--- src/rtl/and_input_debounce.sv ---
// and_input_debounce
//   Two-channel switch debouncer feeding the two inputs of the AND gate stage.
//   Each channel: 2-flop synchroniser, then a 4-state FSM that only lets the
//   output follow the synchronised level after it has held for STABLE_CYCLES
//   consecutive cycles. Any reversal during a wait throws the count away.
//
//   Optional feature macro: AND_DEBOUNCE_EDGE_EN adds registered one-cycle
//   rising-edge pulses a_rise / b_rise. Level outputs are identical either way.
//
// Ports
//   clk     in   single clock, rising edge
//   rst     in   synchronous active-high reset
//   sw_a    in   raw switch level, channel A (async to clk)
//   sw_b    in   raw switch level, channel B (async to clk)
//   a       out  debounced level A
//   b       out  debounced level B
//   a_rise  out  one-cycle pulse on a 0->1   (AND_DEBOUNCE_EDGE_EN only)
//   b_rise  out  one-cycle pulse on b 0->1   (AND_DEBOUNCE_EDGE_EN only)

// One debounce lane: synchroniser + FSM + counter.
module and_input_debounce_ch #(
  parameter int STABLE_CYCLES = 50000,
  parameter int CNT_WIDTH     = 16
) (
  input  logic clk,
  input  logic rst,
  input  logic i_sw,
`ifdef AND_DEBOUNCE_EDGE_EN
  output logic o_rise,
`endif
  output logic o_lvl
);

  typedef enum logic [1:0] {
    ST_LOW,
    ST_RISE_WAIT,
    ST_HIGH,
    ST_FALL_WAIT
  } state_t;

  localparam logic [CNT_WIDTH-1:0] CNT_MAX = CNT_WIDTH'(STABLE_CYCLES - 1);
  localparam logic [CNT_WIDTH-1:0] CNT_ONE = CNT_WIDTH'(1);

  logic                 r_s1, r_s2;
  state_t               r_state, w_nxt_state;
  logic [CNT_WIDTH-1:0] r_cnt, w_nxt_cnt;
  logic                 r_out, w_nxt_out;

  // Entering a wait state counts the current cycle as the first stable one,
  // so the count reaches CNT_MAX on the STABLE_CYCLES-th stable cycle.
  always_comb begin
    w_nxt_state = r_state;
    w_nxt_cnt   = r_cnt;
    w_nxt_out   = r_out;
    case (r_state)
      ST_LOW: begin
        w_nxt_out = 1'b0;
        w_nxt_cnt = '0;
        if (r_s2) begin
          w_nxt_state = ST_RISE_WAIT;
          w_nxt_cnt   = CNT_ONE;
        end
      end
      ST_RISE_WAIT: begin
        w_nxt_out = 1'b0;
        if (!r_s2) begin
          w_nxt_state = ST_LOW;
          w_nxt_cnt   = '0;
        end else if (r_cnt == CNT_MAX) begin
          w_nxt_state = ST_HIGH;
          w_nxt_out   = 1'b1;
          w_nxt_cnt   = '0;
        end else begin
          w_nxt_cnt = r_cnt + CNT_ONE;
        end
      end
      ST_HIGH: begin
        w_nxt_out = 1'b1;
        w_nxt_cnt = '0;
        if (!r_s2) begin
          w_nxt_state = ST_FALL_WAIT;
          w_nxt_cnt   = CNT_ONE;
        end
      end
      ST_FALL_WAIT: begin
        w_nxt_out = 1'b1;
        if (r_s2) begin
          w_nxt_state = ST_HIGH;
          w_nxt_cnt   = '0;
        end else if (r_cnt == CNT_MAX) begin
          w_nxt_state = ST_LOW;
          w_nxt_out   = 1'b0;
          w_nxt_cnt   = '0;
        end else begin
          w_nxt_cnt = r_cnt + CNT_ONE;
        end
      end
      default: begin
        w_nxt_state = ST_LOW;
        w_nxt_cnt   = '0;
        w_nxt_out   = 1'b0;
      end
    endcase
  end

  always_ff @(posedge clk) begin
    if (rst) begin
      r_s1    <= 1'b0;
      r_s2    <= 1'b0;
      r_state <= ST_LOW;
      r_cnt   <= '0;
      r_out   <= 1'b0;
    end else begin
      r_s1    <= i_sw;
      r_s2    <= r_s1;
      r_state <= w_nxt_state;
      r_cnt   <= w_nxt_cnt;
      r_out   <= w_nxt_out;
    end
  end

  assign o_lvl = r_out;

`ifdef AND_DEBOUNCE_EDGE_EN
  // Registered alongside r_out, so the pulse is high in the first cycle the
  // level reads 1.
  logic r_rise;
  always_ff @(posedge clk) begin
    if (rst) r_rise <= 1'b0;
    else     r_rise <= w_nxt_out & ~r_out;
  end
  assign o_rise = r_rise;
`endif

endmodule

module and_input_debounce #(
  parameter int STABLE_CYCLES = 50000,
  parameter int CNT_WIDTH     = 16
) (
  input  logic clk,
  input  logic rst,
  input  logic sw_a,
  input  logic sw_b,
`ifdef AND_DEBOUNCE_EDGE_EN
  output logic a_rise,
  output logic b_rise,
`endif
  output logic a,
  output logic b
);

  localparam int NUM_LANES = 2;

  logic [NUM_LANES-1:0] w_sw;
  logic [NUM_LANES-1:0] w_lvl;
`ifdef AND_DEBOUNCE_EDGE_EN
  logic [NUM_LANES-1:0] w_rise;
`endif

  assign w_sw = {sw_b, sw_a};

  for (genvar g = 0; g < NUM_LANES; g++) begin : g_lane
    and_input_debounce_ch #(
      .STABLE_CYCLES(STABLE_CYCLES),
      .CNT_WIDTH    (CNT_WIDTH)
    ) u_ch (
      .clk   (clk),
      .rst   (rst),
      .i_sw  (w_sw[g]),
`ifdef AND_DEBOUNCE_EDGE_EN
      .o_rise(w_rise[g]),
`endif
      .o_lvl (w_lvl[g])
    );
  end

  assign a = w_lvl[0];
  assign b = w_lvl[1];
`ifdef AND_DEBOUNCE_EDGE_EN
  assign a_rise = w_rise[0];
  assign b_rise = w_rise[1];
`endif

endmodule

--- config.mk ---
export PLATFORM = sky130hd
export DESIGN_NAME = and_input_debounce
export DESIGN_NICKNAME = d
export VERILOG_FILES = /design/src/rtl/and_input_debounce.sv
export SDC_FILE = /design/constraint.sdc
export NUM_CORES = 1
export LEC_CHECK = 0
export CORE_UTILIZATION = 55
export CTS_CLUSTER_DIAMETER = 100
export CTS_CLUSTER_SIZE = 14
export DETAILED_ROUTE_END_ITERATION = 16
export GPL_TIMING_DRIVEN = 1
export MAX_ROUTING_LAYER = met4
export PLACE_DENSITY_LB_ADDON = 0.2
export SLEW_MARGIN = 40
export SYNTH_ARGS = -nofsm -noshare
export SYNTH_HDL_FRONTEND = slang
export SYNTH_SLANG_ARGS = --single-unit
--- constraint.sdc ---
create_clock -name clk -period 2.3 [get_ports clk]
set_input_delay 0.46 -clock clk [delete_from_list [all_inputs] [get_ports clk]]
set_output_delay 0.46 -clock clk [all_outputs]
set_load 0.05 [all_outputs]
# Yosys cells after proc, flatten, opt, wreduce, memory -nomap -nowiden
# Index checks and enable logic that the tools add are counted.
# classes
addsub	2
n_eq_ne	16
mux	36
n_reduce_logical	4
# op_table
cell	n
16-bit case mux with 4 select lines	2
16-bit two-way mux	6
16-bit by 1-bit adder with 16-bit output, second input constant	2
16-bit == test, second input constant	2
2-bit two-way mux	12
2-bit case mux with 4 select lines	2
1-bit two-way mux	12
2-bit == test, second input constant	4
1-bit case mux with 4 select lines	2
4-bit AND reduction	2
3-bit by 1-bit inequality test with 1-bit output, second input constant	2
3-bit inequality test, second input constant	2
2-bit by 1-bit == test with 1-bit output, second input constant	2
2-bit zero test	2
2-bit by 1-bit inequality test with 1-bit output, second input constant	2
2-bit inequality test, second input constant	2
# word_totals
ff_bits	42
output_inout_bits	2
word_cells	68

# Depth between registers and ports, before layout
# Gate-level depths: netlist of run 1.
# depth
depth_word	4
ltp_mapped	6
mapped_depth_nobuf	5

# Cells and area by module
# Synthesis of run 1 repeated with hierarchy kept, for this count alone.
# hier_totals
hier_cells	190
area_unflattened_um2	1824.2
# by_module_without_submodules
mod	n_inst	cells_per_inst	area_each_um2	seq_area_each_um2
and_input_debounce_ch	2	95	912.1	420.4

# Worst setup path after synthesis of run 1
# Ideal clock, no wire load.
# synth_timing
kind	flip-flop to flip-flop
from	register g_lane[0].u_ch.r_cnt[7]
to	register g_lane[0].u_ch.r_cnt[15]
arrival_ns	1.705
path_slack_ns	0.480
stages_incl_launch_ff	6
path_buffers	1
period_less_slack_ns	1.820
path_cell_list	dfxtp_1 > or4_1 > or4_1 > nand3_2 > buf_12 > nor2_2
# synth_via
elab_chain_len	4
word_cells_on_any_way	6
cone_classes	1 x add/sub; 1 x eq/ne; 4 x mux
# synth_rtl
element	line	rtl
start: declaration	46	logic [CNT_WIDTH-1:0] r_cnt, w_nxt_cnt;
start signal: assignment	117	r_cnt <= w_nxt_cnt;
16-bit by 1-bit adder with 16-bit output or 16-bit == test (tied branches)	n/a	
16-bit two-way mux (*)	69, 90	
16-bit two-way mux (on tied branches)	87, 66	
16-bit case mux with 4 select lines (*)	55	case (r_state)
# Every way passes the cells marked *; elsewhere a longest branch is shown, timed or not.
# A chain may end at the register's enable or synchronous reset.

# Worst setup path in the final report of run 1
# layout_timing
from	register g_lane[0].u_ch.r_cnt[7]
to	register g_lane[0].u_ch.r_cnt[4]
# layout_via
elab_chain_len	4
word_cells_on_any_way	5
cone_classes	1 x eq/ne; 4 x mux
# layout_rtl
element	line
16-bit == test (*)	69, 90
16-bit two-way mux (*)	69, 90
16-bit two-way mux (on tied branches)	87, 66
16-bit case mux with 4 select lines (*)	55
# Marked as above.

==> run_results.csv, run 1 <==
group,metric,value,unit
pwr,power_density,581,mW/mm2
clock_tree,hold_buffers,0,
floorplan,die_y,59.0,um
sta,worst_pin_slew,508,ps
critical_path,crit_type,"flip-flop to flip-flop",
placement,dp.cells,238,
routing,avgRoutedWirePerCell,12.3,um
cells_and_area,nFillCells,285,
cells_and_area,drive_above_1_share,0.0990,
critical_path,crit_chain,"or4_1 > or4_1 > nand3_2 > nor2_1",
critical_path,crit_path_end_kind,"flip-flop",
pwr,clockPowerShare,0.333,
placement,post-dp-hpwl,2.16,mm
routing,firstDrtPassIters,4,
synth,mappedNetlistArea,0.00178,mm2
critical_path,crit_top_cell,"or4_1",
synth,avgSynthCellArea,9.39,um2
pwr,ir_drop,350,uV
floorplan,start_util,0.584,
synth,yosysSeqAreaShare,0.471,
floorplan,core-area,0.00305,mm2
sta,rsz0062_at_grt,"no",
worst_hold_path,worstHoldPathType,"flip-flop to flip-flop",
sta,tns,0,ps
synth,synth_cells,190,
clock_tree,insertion_delay,350,ps
clock_tree,cts_tree,"done",
clock_tree,cts_max_level,2,
critical_path,cp.required,2540,ps
pwr,switching_share,0.209,
synth,synth.area.top_cells,"dfxtp_1 47%, xnor2_1 12%, nor2_1 6.1%",
floorplan,die_area,0.00348,mm2
sta,slew_headroom,0.658,
critical_path,start_kind,"flip-flop",
pwr,p_int,0.890,mW
critical_path,critPathMaxFanout,15,
synth,synth_top_cell_area_share,0.471,
synth,ys_types,28,
floorplan,pin_count,6,
cells_and_area,seqCellArea,841,um2
sta,drv_slew,0,
sta,period_share,0.856,
sta,max_freq,508,MHz
synth,syn_nets,196,
pwr,seqPwrFrac,0.653,
pwr,total_leakage_power,0.538,nW
synth,synth_top_area_cell,"dfxtp_1",
floorplan,die_x,59.0,um
synth,ys_warn_count,0,
clock_tree,cts_setup_buffers,0,
routing,ant_nets,0,
sta,clock_skew,11.9,ps
global_routing,grt_max_degree,16,
critical_path,cpMaxStageDelayCell,"or4_1",
routing,drt-total-wl,3.03,mm
synth,yosys.cell_count.top_type,"dfxtp_1",
synth,async_flop_share,0,
pwr,comb_power_share,0.014,
clock_tree,numClockSinks,42,
placement,gp_congestion,0.834,
routing,first_iter_violations,95,
synth,ys_top_cells_by_count,"42 x dfxtp_1, 29 x nor2_1, 24 x xnor2_1",
clock_tree,cts_resized,0,
clock_tree,ctsRootBufferMaster,"clkbuf_4",
global_routing,grt_pass1_vias,1231,
floorplan,rows,20,
routing,drc,0,
critical_path,reg2reg_depth,4,
global_routing,overflow,0,
cells_and_area,nNetsFinal,207,
routing,route.vias.total,1345,
critical_path,crit_arrival,2210,ps
cells_and_area,antennaDiodeCount,0,
routing,via_per_inst,5.47,
cells_and_area,finalNonFillerCells,246,
sta,hold_viol,0,
critical_path,slowest_delay,550,ps
sta,fin_crit,1970,ps
clock_tree,clkTransAtPathRegs,110,ps
outcome,status,"finished, final reports clean",
flow_run,maxCapViolCount,0,
sta,setup_viol,0,
worst_hold_path,holdPathStages,1,
clock_tree,numCtsBuffers,5,
cells_and_area,multi_input_comb_area,890,um2
pwr,switching_power,0.236,mW
cells_and_area,area_delta_synth_final,8.56,%
global_routing,grt_pass1_wl,5.29,mm
clock_tree,cts_max_path_buffers,2,
global_routing,antenna_found_initial,0,
placement,io_buffers,5,
sta,hold-worst-slack,455,ps
synth,synthFlopType,"dfxtp_1",
synth,synth_seq_cells,42,
synth,synth_edf_count,0,
global_routing,grt_use_total,0.213,
==> final timing paths <==
| path | start | end | slack, ps |
|---|---|---|---|
| setup / recovery | g_lane[0].u_ch.r_cnt[7] | g_lane[0].u_ch.r_cnt[4] | 330 |
| hold / removal | g_lane[0].u_ch.r_s1 | g_lane[0].u_ch.r_s2 | 450 |
| setup reg to reg | g_lane[0].u_ch.r_cnt[7] | g_lane[0].u_ch.r_cnt[4] | 330 |
| hold reg to reg | g_lane[0].u_ch.r_s1 | g_lane[0].u_ch.r_s2 | 450 |
==> metal layers <==
layer  vias up  global-route usage  routed length (um)
met3         8              0.0769                 130
met2        24               0.333                1420
li1        678                   -                   -
met5         -                   -                   0
met4         0              0.0884                  64
met1       635               0.248                1420
==> worst max-delay path, delay by kind of cell, from the launching register on <==
kind          cells  cell delay (ps)
simple gates      4             1500
flops             1              360
==> registers in the layout, indices dropped and copies added, names as in the netlist, named ones only <==
register,cells
g_lane.u_ch.r_s1,2
g_lane.u_ch.r_s2,2
g_lane.u_ch.r_state,2
g_lane.u_ch.o_lvl,2
g_lane.u_ch.r_cnt,32
==> cell families after synthesis <==
group | count (synthesis) | share of synthesized area
buffers and inverters | 10 | 0.0302
muxes | 2 | 0.0112
and+or+nand+nor | 102 | 0.318
xor gates and xnor gates | 30 | 0.147
adders and majority gates | 2 | 0.0140
AOI/OAI and AO/OA | 2 | 0.00842
DFF | 42 | 0.471
==> placed cells by master, fill, tap and decap left out, types with 2 or more instances in the layout <==
cell type,synthesis,layout
buf_4,0,2
nand3_1,10,10
nor3b_1,2,2
nand4b_1,2,2
clkbuf_4,0,5
nor4bb_1,2,2
nor4b_1,2,2
nor4_1,10,10
or4_1,2,2
dfxtp_1,42,42
xnor2_1,24,24
nor2_2,10,10
ha_1,2,2
nor2b_1,4,4
nand2_1,7,7
inv_1,7,7
mux2i_1,2,2
nor3_1,6,6
clkdlybuf4s50_1,0,5
nand4_1,9,9
nor2_1,29,29
and4_1,3,3
xor2_1,6,6
==> cell type report <==
class	instances	share of cell area
multi-input combinational	138	0.459
clock inverter	1	0.00258
clock buffer	7	0.0284
sequential	42	0.434
inverter	7	0.0136
tap	44	0.0284
timing repair buffer	7	0.0336
==> power by group through the flow <==
| stage | Combinational (mW) | Clock [mW] | Sequential [mW] |
|---|---|---|---|
| 2_1_floorplan | 0.00888 | 0 | 0.751 |
| 3_3_place_gp | 0.0156 | 0 | 0.752 |
| 3_5_place_dp | 0.0163 | 0 | 0.752 |
| 4_1_cts | 0.0164 | 0.386 | 0.736 |
| 5_1_grt | 0.0181 | 0.414 | 0.737 |
| 6_report | 0.0160 | 0.375 | 0.735 |
==> metrics by stage <==
step / power, mW / worst slack, ps / area (um2) / util
6_report: 1.13 / 331 / 1940 / 0.634
5_1_grt: 1.17 / 203 / 1940 / 0.634
4_1_cts: 1.14 / 326 / 1940 / 0.634
3_5_place_dp: 0.768 / 345 / 1880 / 0.615
3_3_place_gp: 0.767 / 389 / 1880 / 0.615
2_1_floorplan: 0.760 / 480 / 1780 / -
(Power assumes the default switching activity.)
==> inputs of run 2 (changes only) <==
--- a/config.mk
+++ b/config.mk
@@ -10,9 +10,11 @@
 export CTS_CLUSTER_SIZE = 14
 export DETAILED_ROUTE_END_ITERATION = 16
 export GPL_TIMING_DRIVEN = 1
+export HOLD_SLACK_MARGIN = 0.05
 export MAX_ROUTING_LAYER = met4
 export PLACE_DENSITY_LB_ADDON = 0.2
 export SLEW_MARGIN = 40
 export SYNTH_ARGS = -nofsm -noshare
 export SYNTH_HDL_FRONTEND = slang
+export SYNTH_HIERARCHICAL = 1
 export SYNTH_SLANG_ARGS = --single-unit
==> run_results.csv, run 2 <==
group,metric,value,unit
placement,io_buffers,5,
sta,fin_crit,1910,ps
synth,synth_top_area_cell,"dfxtp_1",
clock_tree,cts_tree,"done",
routing,via_per_inst,5.53,
floorplan,pin_count,6,
global_routing,grt_use_total,0.202,
sta,rsz0062_at_grt,"no",
pwr,power_density,571,mW/mm2
synth,mappedNetlistArea,0.00182,mm2
sta,drv_slew,0,
floorplan,die_y,59.6,um
cells_and_area,nNetsFinal,204,
floorplan,die_x,59.6,um
clock_tree,numClockSinks,42,
critical_path,cpMaxStageDelayCell,"clkdlybuf4s50_1",
routing,avgRoutedWirePerCell,12.8,um
synth,synth_top_cell_area_share,0.461,
global_routing,grt_max_degree,16,
floorplan,rows,20,
synth,async_flop_share,0,
cells_and_area,drive_above_1_share,0.0754,
clock_tree,cts_max_level,2,
synth,yosysSeqAreaShare,0.461,
synth,syn_nets,196,
global_routing,overflow,0,
sta,worst_pin_slew,508,ps
pwr,total_leakage_power,0.665,nW
routing,first_iter_violations,82,
critical_path,critPathBufInv,1,
clock_tree,cts_setup_buffers,0,
global_routing,grt_pass1_vias,1242,
critical_path,crit_chain,"clkdlybuf4s50_1",
sta,tns,0,ps
placement,gp_congestion,0.889,
critical_path,slowest_delay,800,ps
global_routing,grt_pass1_wl,5.24,mm
cells_and_area,final_cell_mix,"42 x dfxtp_1, 30 x nor2_1, 16 x xnor2_1",
synth,synth.area.top_cells,"dfxtp_1 46%, xnor2_1 7.7%, nor2_1 6.2%",
floorplan,start_util,0.588,
routing,route.vias.total,1344,
sta,period_share,0.832,
synth,ys_types,29,
clock_tree,clkTransAtPathRegs,110,ps
worst_hold_path,worstHoldPathType,"flip-flop to flip-flop",
sta,max_freq,522,MHz
cells_and_area,largest_register_ffs,32,
routing,drt-total-wl,3.11,mm
floorplan,die_area,0.00355,mm2
clock_tree,insertion_delay,330,ps
outcome,status,"finished, final reports clean",
pwr,ir_drop,409,uV
flow_run,maxCapViolCount,0,
critical_path,crit_path_end_kind,"primary output",
cells_and_area,nFillCells,279,
clock_tree,hold_buffers,0,
synth,ys_top_cells_by_count,"42 x dfxtp_1, 30 x nor2_1, 16 x xnor2_1",
clock_tree,ctsRootBufferMaster,"clkbuf_4",
synth,ys_warn_count,6,
clock_tree,cts_max_path_buffers,2,
critical_path,cp.required,1840,ps
routing,drc,0,
sta,hold_viol,0,
floorplan,core-area,0.00310,mm2
critical_path,cpLargestDelayFamily,"buffers and inverters",
critical_path,crit_arrival,1450,ps
pwr,finalPower,1.11,mW
critical_path,start_kind,"flip-flop",
synth,synthFlopType,"dfxtp_1",
synth,avgSynthCellArea,9.60,um2
cells_and_area,antennaDiodeCount,0,
global_routing,antenna_found_initial,0,
synth,synth_edf_count,0,
synth,synth_cells,190,
clock_tree,numCtsBuffers,5,
critical_path,crit_type,"flip-flop to primary output",
clock_tree,cts_resized,0,
synth,yosys.cell_count.top_type,"dfxtp_1",
cells_and_area,top_register,"g_lane.u_ch/r_cnt",
sta,clock_skew,10.5,ps
placement,post-dp-hpwl,2.20,mm
cells_and_area,final_common_cell,"dfxtp_1",
sta,setup_viol,0,
critical_path,critPathMaxFanout,1,
sta,hold-worst-slack,463,ps
routing,ant_nets,0,
routing,firstDrtPassIters,4,
sta,slew_headroom,0.661,
synth,synth_seq_cells,42,
cells_and_area,area_delta_synth_final,7.00,%
==> run 2: cell count changes after synthesis, moves of 5 or more <==
cell | previous run | this run
nor2_2 | 10 | 0
nor4_1 | 10 | 4
inv_1 | 7 | 2
xnor2_1 | 24 | 16
==> run 2: cells by family (layout without fill, tap and decap cells) <==
family          Yosys count  in the layout  synth area share
xor+xnor                 26             26             0.125
fa+ha+maj                 2              2            0.0137
mux                       4              4            0.0219
simple gates            100            100             0.324
compound gates           10             10            0.0302
buf+inv                   6             15            0.0247
flops                    42             42             0.461
==> run 2: layer usage <==
metal | wire (um) | vias up | track usage
met1 | 1500 | 627 | 0.247
met2 | 1490 | 29 | 0.319
li1 | - | 686 | -
met5 | 0 | - | -
met3 | 107 | 2 | 0.0633
met4 | 13 | 0 | 0.0631
==> run 2: area by class of cell <==
class / count / area, um2 / share of cell area
Multi-Input combinational cell: 142 / 938 / 0.481
Sequential cell: 42 / 841 / 0.431
Clock buffer: 7 / 55.1 / 0.0282
Tap cell: 44 / 55.1 / 0.0282
Timing Repair Buffer: 5 / 50.0 / 0.0256
Inverter: 2 / 7.51 / 0.00385
Clock inverter: 1 / 5.00 / 0.00256
==> run 2: path summary, 6_finish.rpt <==
check / cells past startpoint / to / slack [ps] / from
worst max register to register: 4 / g_lane[1].u_ch/r_cnt[8] / 480 / g_lane[1].u_ch/r_cnt[6]
worst min-delay path: 1 / g_lane[0].u_ch/r_s2 / 460 / g_lane[0].u_ch/r_s1
worst min register to register: 1 / g_lane[0].u_ch/r_s2 / 460 / g_lane[0].u_ch/r_s1
worst max-delay path: 1 / b / 390 / g_lane[1].u_ch/o_lvl
==> run 2: power breakdown <==
group | switching, mW | internal [mW] | total, mW
Sequential | 0.00319 | 0.732 | 0.735
Combinational | 0.00608 | 0.00972 | 0.0158
Clock | 0.215 | 0.149 | 0.363
==> run 2: stage by stage <==
stage               cells  setup slack [ps]  instance area (um2)  utilization
CTS                   243               353                 1950        0.629
global route          243               309                 1950        0.629
detailed placement    235               508                 1890        0.610
floorplan             190               648                 1820            -
global placement      235               545                 1890        0.610
finish                243               386                 1950        0.629
